$ cat src/rtl/axis_pkg.sv
// Shared types and elaboration helpers for the AXI-Stream width converter.
//   conv_mode_e   : which datapath the top elaborates (equal / upsize / downsize)
//   ds_state_e    : downsize core FSM states
//   keep_lanes()  : byte lanes for a data width
//   clog2_ratio() : counter width for a width ratio (never below 1 bit)
//   width_ratio() : larger width over smaller width
//   conv_mode()   : mode from the two widths
package axis_pkg;

    typedef enum logic [1:0] {
        MODE_EQUAL = 2'd0,
        MODE_UP    = 2'd1,
        MODE_DOWN  = 2'd2
    } conv_mode_e;

    typedef enum logic {
        DS_IDLE = 1'b0,
        DS_HOLD = 1'b1
    } ds_state_e;

    function automatic int keep_lanes(input int w);
        return w / 8;
    endfunction

    function automatic int clog2_ratio(input int ratio);
        return (ratio > 1) ? $clog2(ratio) : 1;
    endfunction

    function automatic int width_ratio(input int s_w, input int m_w);
        return (s_w > m_w) ? (s_w / m_w) : (m_w / s_w);
    endfunction

    function automatic conv_mode_e conv_mode(input int s_w, input int m_w);
        if (m_w > s_w) return MODE_UP;
        if (s_w > m_w) return MODE_DOWN;
        return MODE_EQUAL;
    endfunction

endpackage

$ cat src/rtl/axis_downsize_core.sv
// Wide-to-narrow AXI-Stream splitter: holds one wide beat and emits it as
// M_W-wide sub-beats, lane 0 first, dropping trailing all-empty sub-beats of
// a tlast beat.
// Ports:
//   clk_i, rst_ni            clock, async active-low reset
//   run_i                    high once reset has been released
//   s_valid_i/s_ready_o      wide side handshake; s_data_i, s_keep_i, s_last_i
//   m_valid_o/m_ready_i      narrow side handshake; m_data_o, m_keep_o, m_last_o
//
// state   | meaning
// DS_IDLE | no beat held; ready for a wide beat
// DS_HOLD | wide beat held; sub-beat idx_q is on the master port
module axis_downsize_core
    import axis_pkg::*;
#(
    parameter int S_W = 128,
    parameter int M_W = 32
) (
    input  logic                  clk_i,
    input  logic                  rst_ni,
    input  logic                  run_i,
    input  logic                  s_valid_i,
    output logic                  s_ready_o,
    input  logic [S_W-1:0]        s_data_i,
    input  logic [S_W/8-1:0]      s_keep_i,
    input  logic                  s_last_i,
    output logic                  m_valid_o,
    input  logic                  m_ready_i,
    output logic [M_W-1:0]        m_data_o,
    output logic [M_W/8-1:0]      m_keep_o,
    output logic                  m_last_o
);
    localparam int SK    = keep_lanes(S_W);
    localparam int MK    = keep_lanes(M_W);
    localparam int RATIO = S_W / M_W;
    localparam int CW    = clog2_ratio(RATIO);

    ds_state_e       state_q, state_d;
    logic [CW-1:0]   idx_q, idx_d;
    logic [S_W-1:0]  data_q, data_d;
    logic [SK-1:0]   keep_q, keep_d, keep_nxt;
    logic            last_q, last_d;
    logic [M_W-1:0]  sub_data;
    logic [MK-1:0]   sub_keep;
    logic            next_empty, final_sub, s_fire;

    // keep of the sub-beat after idx_q sits at the same offset once shifted
    assign keep_nxt = keep_q >> MK;

    always_comb begin
        sub_data   = '0;
        sub_keep   = '0;
        next_empty = 1'b1;
        for (int k = 0; k < RATIO; k++) begin
            if (idx_q == CW'(k)) begin
                sub_data   = data_q[k*M_W +: M_W];
                sub_keep   = keep_q[k*MK +: MK];
                next_empty = (keep_nxt[k*MK +: MK] == '0);
            end
        end
    end

    assign final_sub = (idx_q == CW'(RATIO - 1)) || (last_q && next_empty);
    assign s_ready_o = run_i && ((state_q == DS_IDLE) || (m_ready_i && final_sub));
    assign s_fire    = s_valid_i && s_ready_o;

    assign m_valid_o = (state_q == DS_HOLD);
    assign m_data_o  = sub_data;
    assign m_keep_o  = sub_keep;
    assign m_last_o  = last_q && final_sub;

    always_comb begin
        state_d = state_q;
        idx_d   = idx_q;
        data_d  = data_q;
        keep_d  = keep_q;
        last_d  = last_q;
        if (state_q == DS_HOLD && m_ready_i) begin
            if (final_sub) state_d = DS_IDLE;
            else           idx_d   = idx_q + CW'(1);
        end
        // a new beat may land on the final sub-beat handshake: no bubble
        if (s_fire) begin
            state_d = DS_HOLD;
            idx_d   = '0;
            data_d  = s_data_i;
            keep_d  = s_keep_i;
            last_d  = s_last_i;
        end
    end

    always_ff @(posedge clk_i or negedge rst_ni) begin
        if (!rst_ni) begin
            state_q <= DS_IDLE;
            idx_q   <= '0;
            data_q  <= '0;
            keep_q  <= '0;
            last_q  <= 1'b0;
        end else begin
            state_q <= state_d;
            idx_q   <= idx_d;
            data_q  <= data_d;
            keep_q  <= keep_d;
            last_q  <= last_d;
        end
    end

endmodule

$ cat src/rtl/axis_width_conv.sv
// AXI-Stream data-width converter with tkeep/tlast. Upsizes, downsizes or
// acts as a one-stage register slice depending on the two widths. Byte lane 0
// is the earliest byte on the stream.
// Ports:
//   clk, rst                           clock, async active-low reset
//   s_axis_tvalid/tready/tdata/tkeep/tlast   slave stream (S_TDATA_WIDTH)
//   m_axis_tvalid/tready/tdata/tkeep/tlast   master stream (M_TDATA_WIDTH)
module axis_width_conv
    import axis_pkg::*;
#(
    parameter int S_TDATA_WIDTH = 32,
    parameter int M_TDATA_WIDTH = 128
) (
    input  logic                       clk,
    input  logic                       rst,
    input  logic                       s_axis_tvalid,
    output logic                       s_axis_tready,
    input  logic [S_TDATA_WIDTH-1:0]   s_axis_tdata,
    input  logic [S_TDATA_WIDTH/8-1:0] s_axis_tkeep,
    input  logic                       s_axis_tlast,
    output logic                       m_axis_tvalid,
    input  logic                       m_axis_tready,
    output logic [M_TDATA_WIDTH-1:0]   m_axis_tdata,
    output logic [M_TDATA_WIDTH/8-1:0] m_axis_tkeep,
    output logic                       m_axis_tlast
);
    localparam int         SK    = keep_lanes(S_TDATA_WIDTH);
    localparam int         MK    = keep_lanes(M_TDATA_WIDTH);
    localparam int         RATIO = width_ratio(S_TDATA_WIDTH, M_TDATA_WIDTH);
    localparam conv_mode_e MODE  = conv_mode(S_TDATA_WIDTH, M_TDATA_WIDTH);

    if ((S_TDATA_WIDTH % 8 != 0) || (M_TDATA_WIDTH % 8 != 0) ||
        ((S_TDATA_WIDTH > M_TDATA_WIDTH) ? (S_TDATA_WIDTH % M_TDATA_WIDTH != 0)
                                         : (M_TDATA_WIDTH % S_TDATA_WIDTH != 0))) begin : g_bad_params
        $fatal(1, "axis_width_conv: widths must be byte multiples and integer ratios");
    end

    // Holds s_axis_tready low until the first clock after reset release.
    logic run_q;
    always_ff @(posedge clk or negedge rst) begin
        if (!rst) run_q <= 1'b0;
        else      run_q <= 1'b1;
    end

    if (MODE == MODE_EQUAL) begin : g_equal
        logic                     vld_q, last_q;
        logic [M_TDATA_WIDTH-1:0] data_q;
        logic [MK-1:0]            keep_q;

        assign s_axis_tready = run_q && (!vld_q || m_axis_tready);

        always_ff @(posedge clk or negedge rst) begin
            if (!rst) begin
                vld_q  <= 1'b0;
                data_q <= '0;
                keep_q <= '0;
                last_q <= 1'b0;
            end else if (s_axis_tvalid && s_axis_tready) begin
                vld_q  <= 1'b1;
                data_q <= s_axis_tdata;
                keep_q <= s_axis_tkeep;
                last_q <= s_axis_tlast;
            end else if (m_axis_tready) begin
                vld_q  <= 1'b0;
            end
        end

        assign m_axis_tvalid = vld_q;
        assign m_axis_tdata  = data_q;
        assign m_axis_tkeep  = keep_q;
        assign m_axis_tlast  = last_q;
    end else if (MODE == MODE_UP) begin : g_up
        localparam int CW = clog2_ratio(RATIO);

        logic [CW-1:0]            cnt_q, cnt_d;
        logic [M_TDATA_WIDTH-1:0] acc_data_q, acc_data_d, out_data_q, out_data_d, merged_data;
        logic [MK-1:0]            acc_keep_q, acc_keep_d, out_keep_q, out_keep_d, merged_keep;
        logic                     out_vld_q, out_vld_d, out_last_q, out_last_d;
        logic [S_TDATA_WIDTH-1:0] s_data_masked;
        logic                     s_fire, close_word;

        assign s_axis_tready = run_q && (!out_vld_q || m_axis_tready);
        assign s_fire        = s_axis_tvalid && s_axis_tready;
        assign close_word    = (cnt_q == CW'(RATIO - 1)) || s_axis_tlast;

        // Disabled bytes are zeroed so empty lanes always read back as 0.
        always_comb begin
            s_data_masked = '0;
            for (int b = 0; b < SK; b++)
                s_data_masked[b*8 +: 8] = s_axis_tkeep[b] ? s_axis_tdata[b*8 +: 8] : 8'h00;
        end

        always_comb begin
            merged_data = acc_data_q;
            merged_keep = acc_keep_q;
            for (int k = 0; k < RATIO; k++) begin
                if (cnt_q == CW'(k)) begin
                    merged_data[k*S_TDATA_WIDTH +: S_TDATA_WIDTH] = s_data_masked;
                    merged_keep[k*SK +: SK]                       = s_axis_tkeep;
                end
            end
        end

        // A closing beat is only accepted when the output register is empty
        // or draining, so the merged word can always move straight into it.
        always_comb begin
            cnt_d      = cnt_q;
            acc_data_d = acc_data_q;
            acc_keep_d = acc_keep_q;
            out_data_d = out_data_q;
            out_keep_d = out_keep_q;
            out_last_d = out_last_q;
            out_vld_d  = out_vld_q;
            if (out_vld_q && m_axis_tready) out_vld_d = 1'b0;
            if (s_fire) begin
                if (close_word) begin
                    out_data_d = merged_data;
                    out_keep_d = merged_keep;
                    out_last_d = s_axis_tlast;
                    out_vld_d  = 1'b1;
                    acc_data_d = '0;
                    acc_keep_d = '0;
                    cnt_d      = '0;
                end else begin
                    acc_data_d = merged_data;
                    acc_keep_d = merged_keep;
                    cnt_d      = cnt_q + CW'(1);
                end
            end
        end

        always_ff @(posedge clk or negedge rst) begin
            if (!rst) begin
                cnt_q      <= '0;
                acc_data_q <= '0;
                acc_keep_q <= '0;
                out_data_q <= '0;
                out_keep_q <= '0;
                out_last_q <= 1'b0;
                out_vld_q  <= 1'b0;
            end else begin
                cnt_q      <= cnt_d;
                acc_data_q <= acc_data_d;
                acc_keep_q <= acc_keep_d;
                out_data_q <= out_data_d;
                out_keep_q <= out_keep_d;
                out_last_q <= out_last_d;
                out_vld_q  <= out_vld_d;
            end
        end

        assign m_axis_tvalid = out_vld_q;
        assign m_axis_tdata  = out_data_q;
        assign m_axis_tkeep  = out_keep_q;
        assign m_axis_tlast  = out_last_q;
    end else begin : g_down
        axis_downsize_core #(
            .S_W (S_TDATA_WIDTH),
            .M_W (M_TDATA_WIDTH)
        ) u_core (
            .clk_i     (clk),
            .rst_ni    (rst),
            .run_i     (run_q),
            .s_valid_i (s_axis_tvalid),
            .s_ready_o (s_axis_tready),
            .s_data_i  (s_axis_tdata),
            .s_keep_i  (s_axis_tkeep),
            .s_last_i  (s_axis_tlast),
            .m_valid_o (m_axis_tvalid),
            .m_ready_i (m_axis_tready),
            .m_data_o  (m_axis_tdata),
            .m_keep_o  (m_axis_tkeep),
            .m_last_o  (m_axis_tlast)
        );
    end

endmodule
$ cat config.mk
export PLATFORM = sky130hd
export DESIGN_NAME = axis_width_conv
export DESIGN_NICKNAME = d
export VERILOG_FILES = /design/src/rtl/axis_pkg.sv /design/src/rtl/axis_downsize_core.sv /design/src/rtl/axis_width_conv.sv
export SDC_FILE = /design/constraint.sdc
export NUM_CORES = 1
export LEC_CHECK = 0
export CAP_MARGIN = 20
export CORE_ASPECT_RATIO = 2
export CORE_MARGIN = 4
export CORE_UTILIZATION = 55
export DETAILED_ROUTE_END_ITERATION = 8
export PLACE_DENSITY = 0.88
export REMOVE_ABC_BUFFERS = 1
export SLEW_MARGIN = 20
export SYNTH_ARGS = -nofsm -noshare
export SYNTH_HDL_FRONTEND = slang
export SYNTH_SLANG_ARGS = --single-unit
$ cat constraint.sdc
create_clock -name clk -period 2.55 [get_ports clk]
set_input_delay 0.3825 -clock clk [delete_from_list [all_inputs] [get_ports clk]]
set_output_delay 0.3825 -clock clk [all_outputs]
set_load 0.01 [all_outputs]
# Yosys cells after proc, flatten, opt, wreduce, memory -nomap -nowiden
# Cells that the tools add are included.
dict set report op_classes {
  n_mux 18
  reduce_logical 8
  eq_ne 3
  n_addsub 1
}
# cell count
set ops {}
lappend ops {{128-bit 2-to-1 mux} 1}
lappend ops {{32-bit 2-to-1 mux} 4}
lappend ops {{8-bit 2-to-1 mux} 4}
lappend ops {{16-bit 2-to-1 mux} 1}
lappend ops {{4-bit 2-to-1 mux} 4}
lappend ops {{2-bit equality test (second input constant)} 2}
lappend ops {{1-bit logical AND} 3}
lappend ops {{1-bit 2-to-1 mux} 3}
lappend ops {{2-bit by 1-bit adder with 2-bit output (second input constant)} 1}
lappend ops {{2-bit by 1-bit equality test with 1-bit output (second input constant)} 1}
lappend ops {{2-bit logical NOT} 1}
lappend ops {{1-bit logical OR} 2}
lappend ops {{2-bit 2-to-1 mux} 1}
lappend ops {{2-bit AND reduction} 1}
lappend ops {{1-bit logical NOT} 1}
dict set report word_totals {
  wordCells 38
  out_inout_bits 147
  register_bits 293
  inputBits 41
}

# Depth between registers and ports, before layout
dict set report logic_depth {
  word_depth 5
  depth_mapped 8
  mapped_depth_nobuf 5
}

# Least setup slack after synthesis
# No wires, ideal clock.
dict set report synth_timing {
  kind {register -> register}
  start {register g_up.cnt_q[1]}
  end {register g_up.out_data_q[46] (netlist: m_axis_tdata[46])}
  setup_slack_ns 0.638
  required_time_ns 2.422
  period_less_slack_ns 1.912
  stages_incl_launch_ff 7
  arrival_ns 1.785
  setup_ns 0.128
  n_path_buf 2
  path_cell_list {dfrtp_1 > inv_1 > ha_1 > buf_2 > buf_2 > mux2_2 > mux2_1}
}
dict set report synth_via {
  elab_chain_len 3
  word_cells_on_any_way 5
  cone_classes {eq/ne: 2; mux: 1; reduce/logical: 2}
}
# element line_no
set synth_lines {}
lappend synth_lines {{from (decl)} axis_width_conv.sv:75} ;# logic [CW-1:0] cnt_q, cnt_d;
lappend synth_lines {{from (signal assigned)} axis_width_conv.sv:142} ;# cnt_q <= cnt_d;
lappend synth_lines {{2-bit equality test} axis_width_conv.sv:84} ;# assign close_word = (cnt_q == CW'(RATIO - 1)) || s_axis_tlast;
lappend synth_lines {{1-bit logical OR} axis_width_conv.sv:84}
lappend synth_lines {{2-bit AND reduction (no source line)} --}
lappend synth_lines {{to (signal assigned)} axis_width_conv.sv:145} ;# out_data_q <= out_data_d;
lappend synth_lines {{to (decl)} axis_width_conv.sv:76} ;# logic [M_TDATA_WIDTH-1:0] acc_data_q, acc_data_d, out_data_q, out_data_d, merged_data;
# Several ways; a longest one is shown, not always the timed one.
# A chain may end at the register's enable or synchronous reset.

# Worst setup path after layout
dict set report layout_timing {
  start {register g_up.cnt_q[0]}
  end {register g_up.out_data_q[72] (netlist: m_axis_tdata[72])}
}
# Same word-level chain as after synthesis.

==> run summary <==
CP startpoint -> g_up.cnt_q[0]
Comb pwr share -> 0.227
Met3 usage -> 0.03547
Count of final setup violators -> 0
Top-count cell post-synth -> dfrtp_1
CP Data Required Time -> 2.96 ns
Largest net degree at the start of global routing -> 71
WL final -> 32,350 um
Tcrit/Tclk final -> 0.8523
GP Congestion -> 0.8581
Worst hold path type -> in2async
Worst-path clk slew -> 0.07 ns
Top cells by count, synth -> dfrtp_1 (293), mux2_2 (139), mux2_1 (94)
WL per Instance -> 21.64 um
Sw Ratio -> 0.2733
Slew HR -> 0.3222
Cts repair resizes -> 0
Antenna diodes -> 0
Sequence of cells on the critical path -> inv_1, ha_2, buf_4, mux2_2, mux2_1
CTS tree -> done
Die Ht -> 225.2 um
TritonRoute pass-1 iters -> 5
Clock power frac -> 0.340
Rows -> 79
Total GRT Usage -> 0.2525
Area share of the leading cell type in the synthesized netlist -> 0.5651
Htree depth -> 1
Bufs and invs on worst path -> 2
Final layout net count -> 1,241
Initial core utilization -> 0.5586
Synth Cell Area -> 12,970 um^2
Top Ports -> 188
Clk root buf -> clkbuf_16
Core area -> 23,230 um^2
Count of final hold-check violations -> 0
Worst Setup End Kind -> flop
Psw -> 3.531 mW
Initial antenna violation count -> 0
Synthesis warning total -> 0
Worst EP arrival -> 2.59 ns
Detailed router's first-iteration violation count -> 465
Ys async rst share -> 1.000
Synth Area per Inst -> 12.78 um^2
Internal power -> 9.386 mW
GRT busiest layer -> met2
Crit Path Max Fanout -> 13
Share of cells above drive strength 1 -> 0.2013
RSZ-0062 raised after global routing -> no
Post-layout min period -> 2.173 ns
Measured slew at the worst slew-check pin -> 1.014 ns
Number of max-cap violations -> 0
Netlist cell types -> 31
Worst r2r src -> g_up.cnt_q[0]
Synth area leaders -> dfrtp_1 (57%), mux2_2 (12%), mux2_1 (8.2%)
EDFF count, synth -> 0
Clock Skews -> 0.01351 ns
CP Launch Type -> flop
Vias -> 8,819
Overflow after GRT -> 0
Flop pwr share -> 0.433
Number of global-route vias before repair -> 9,785
CTS Buf Count -> 26
Family with the most delay on the worst path -> multiplexers
Global-route wire length before repair -> 52,300 um
Register area share after synthesis -> 0.5651
Area Growth Syn to Fin -> 24.94%
Die area -> 26,260 um^2
Hpwl dp -> 21,650 um
Number of nets still failing antenna checks after routing -> 0
Clock sink count -> 293
Fillcell total -> 1,574
Critical Path Max Stage Delay -> 0.45 ns
Leak -> 7.557 nW
Outcome -> complete, no violations
PwrDens -> 796.8 nW/um^2
GR Layer Usage met1 -> 0.3047
Util after Layout -> 0.6979
Via/cell ratio -> 5.899
Slowest-stage cell, CP -> dfrtp_1
Die span in x -> 116.6 um
Syn Inst Count -> 1,015
Final Max Tran Viols -> 0
Drt drc -> 0
Bufs on Longest Clock Path -> 3
Worst VDD drop -> 0.7205 mV
Met2 GRT Util -> 0.4473
Port buffer count -> 187
Setup CP Type -> reg2reg
#FFs+latches synth -> 293
Setup TNS -> 0 ns
Clock Latency Late Sink -> 0.54 ns
Most common flop cell mapped by yosys -> dfrtp_1
Max frequency -> 460.1 MHz
Cell taking the most area after synthesis -> dfrtp_1
-- cells by family (layout without fill, tap and decap cells) --
| family | after synthesis | count (layout) | synth area share |
|---|---|---|---|
| AO/OA/AOI/OAI | 182 | 182 | 0.1074 |
| adder cells (fa/ha/maj) | 8 | 8 | 0.007715 |
| buffers and inverters | 138 | 335 | 0.04966 |
| flip-flops | 293 | 293 | 0.5651 |
| multiplexers | 233 | 233 | 0.2022 |
| other | 1 | 1 | 0.0002890 |
| AND/OR/NAND/NOR | 160 | 160 | 0.06760 |
-- layer usage --
layer / part of all wire / routed length (um)
met1: 0.37 / 11850
met5: 0 / 0
met4: 0.041 / 1312
met2: 0.55 / 17690
met3: 0.046 / 1495
-- cells in the final DEF, fill, tap and decap left out, types with 2 or more instances in the layout --
master and count:
dfrtp_1 293, clkdlybuf4s50_1 185, mux2_2 139, mux2_1 94, o21ai_0 59, inv_1 58
nand3_1 58, o2bb2ai_1 55, a22o_1 51, buf_4 33, clkbuf_16 27, nand2_1 21
and2_1 20, nor2b_1 19, and3_1 18, nor2_1 14, buf_12 8, a32o_1 7
clkinv_4 7, bufinv_16 5, clkbuf_8 5, o211ai_1 4, ha_2 4, ha_1 4
nand4_2 3, clkinv_2 3, o211ai_4 2, and4_1 2
-- final timing paths --
| path | to | slack [ns] | cells after the start |
|---|---|---|---|
| setup / recovery | m_axis_tdata[72] | 0.38 | 5 |
| hold / removal | g_up.acc_data_q[97] | 0.38 | 2 |
| setup reg to reg | m_axis_tdata[72] | 0.38 | 5 |
| hold reg to reg | m_axis_tdata[12] | 0.49 | 1 |
| max in group asynchronous | g_up.acc_data_q[23] | 1.38 | 3 |
| min in group clk | g_up.acc_data_q[48] | 0.44 | 3 |
-- area by class of cell --
class | instances | area [um^2] | area share
clock buffer | 32 | 744.5 | 0.04592
clock inverter | 16 | 234.0 | 0.01443
inverter | 58 | 217.7 | 0.01343
multi-input combinational | 584 | 5039 | 0.3108
sequential | 293 | 7332 | 0.4523
tap | 283 | 354.1 | 0.02184
timing repair buffer | 229 | 2290 | 0.1412
-- power groups by stage --
stage          registers, mW  clock network, mW  logic (mW)
4_1_cts                 5.60               4.46        2.97
2_1_floorplan           5.77                  0        1.18
6_report                5.60               4.39        2.93
5_1_grt                 5.66               4.65        3.16
3_3_place_gp            5.65                  0        2.86
3_5_place_dp            5.67                  0        2.93
-- timing repair --
action,4_1_cts,5_1_grt
hold buffers,1,0
endpoints found under the hold margin,48,0
buffers inserted,0,0
-- registers in the layout, indices dropped and copies added (netlist names) --
| signal | flops |
|---|---|
| g_up.acc_keep_q | 16 |
| run_q | 1 |
| m_axis_tlast | 1 |
| m_axis_tvalid | 1 |
| g_up.cnt_q | 2 |
| m_axis_tdata | 128 |
| m_axis_tkeep | 16 |
| g_up.acc_data_q | 128 |
-- metrics by stage --
step                      instance area [um^2]  hold slack, ns  setup slack, ns  power (mW)  instances
final                                    16210          0.3761           0.3767       12.92       1495
after global routing                     16210          0.4070           0.2980       13.47       1495
after CTS                                16210          0.3690           0.3920       13.02       1495
after detailed placement                 15220          0.3354           0.2883       8.602       1446
after global placement                   15220          0.3356           0.3117       8.506       1446
after floorplan                          12550         0.08691           -3.738       6.948        935
Note: power is estimated with default switching activity, not from simulation.
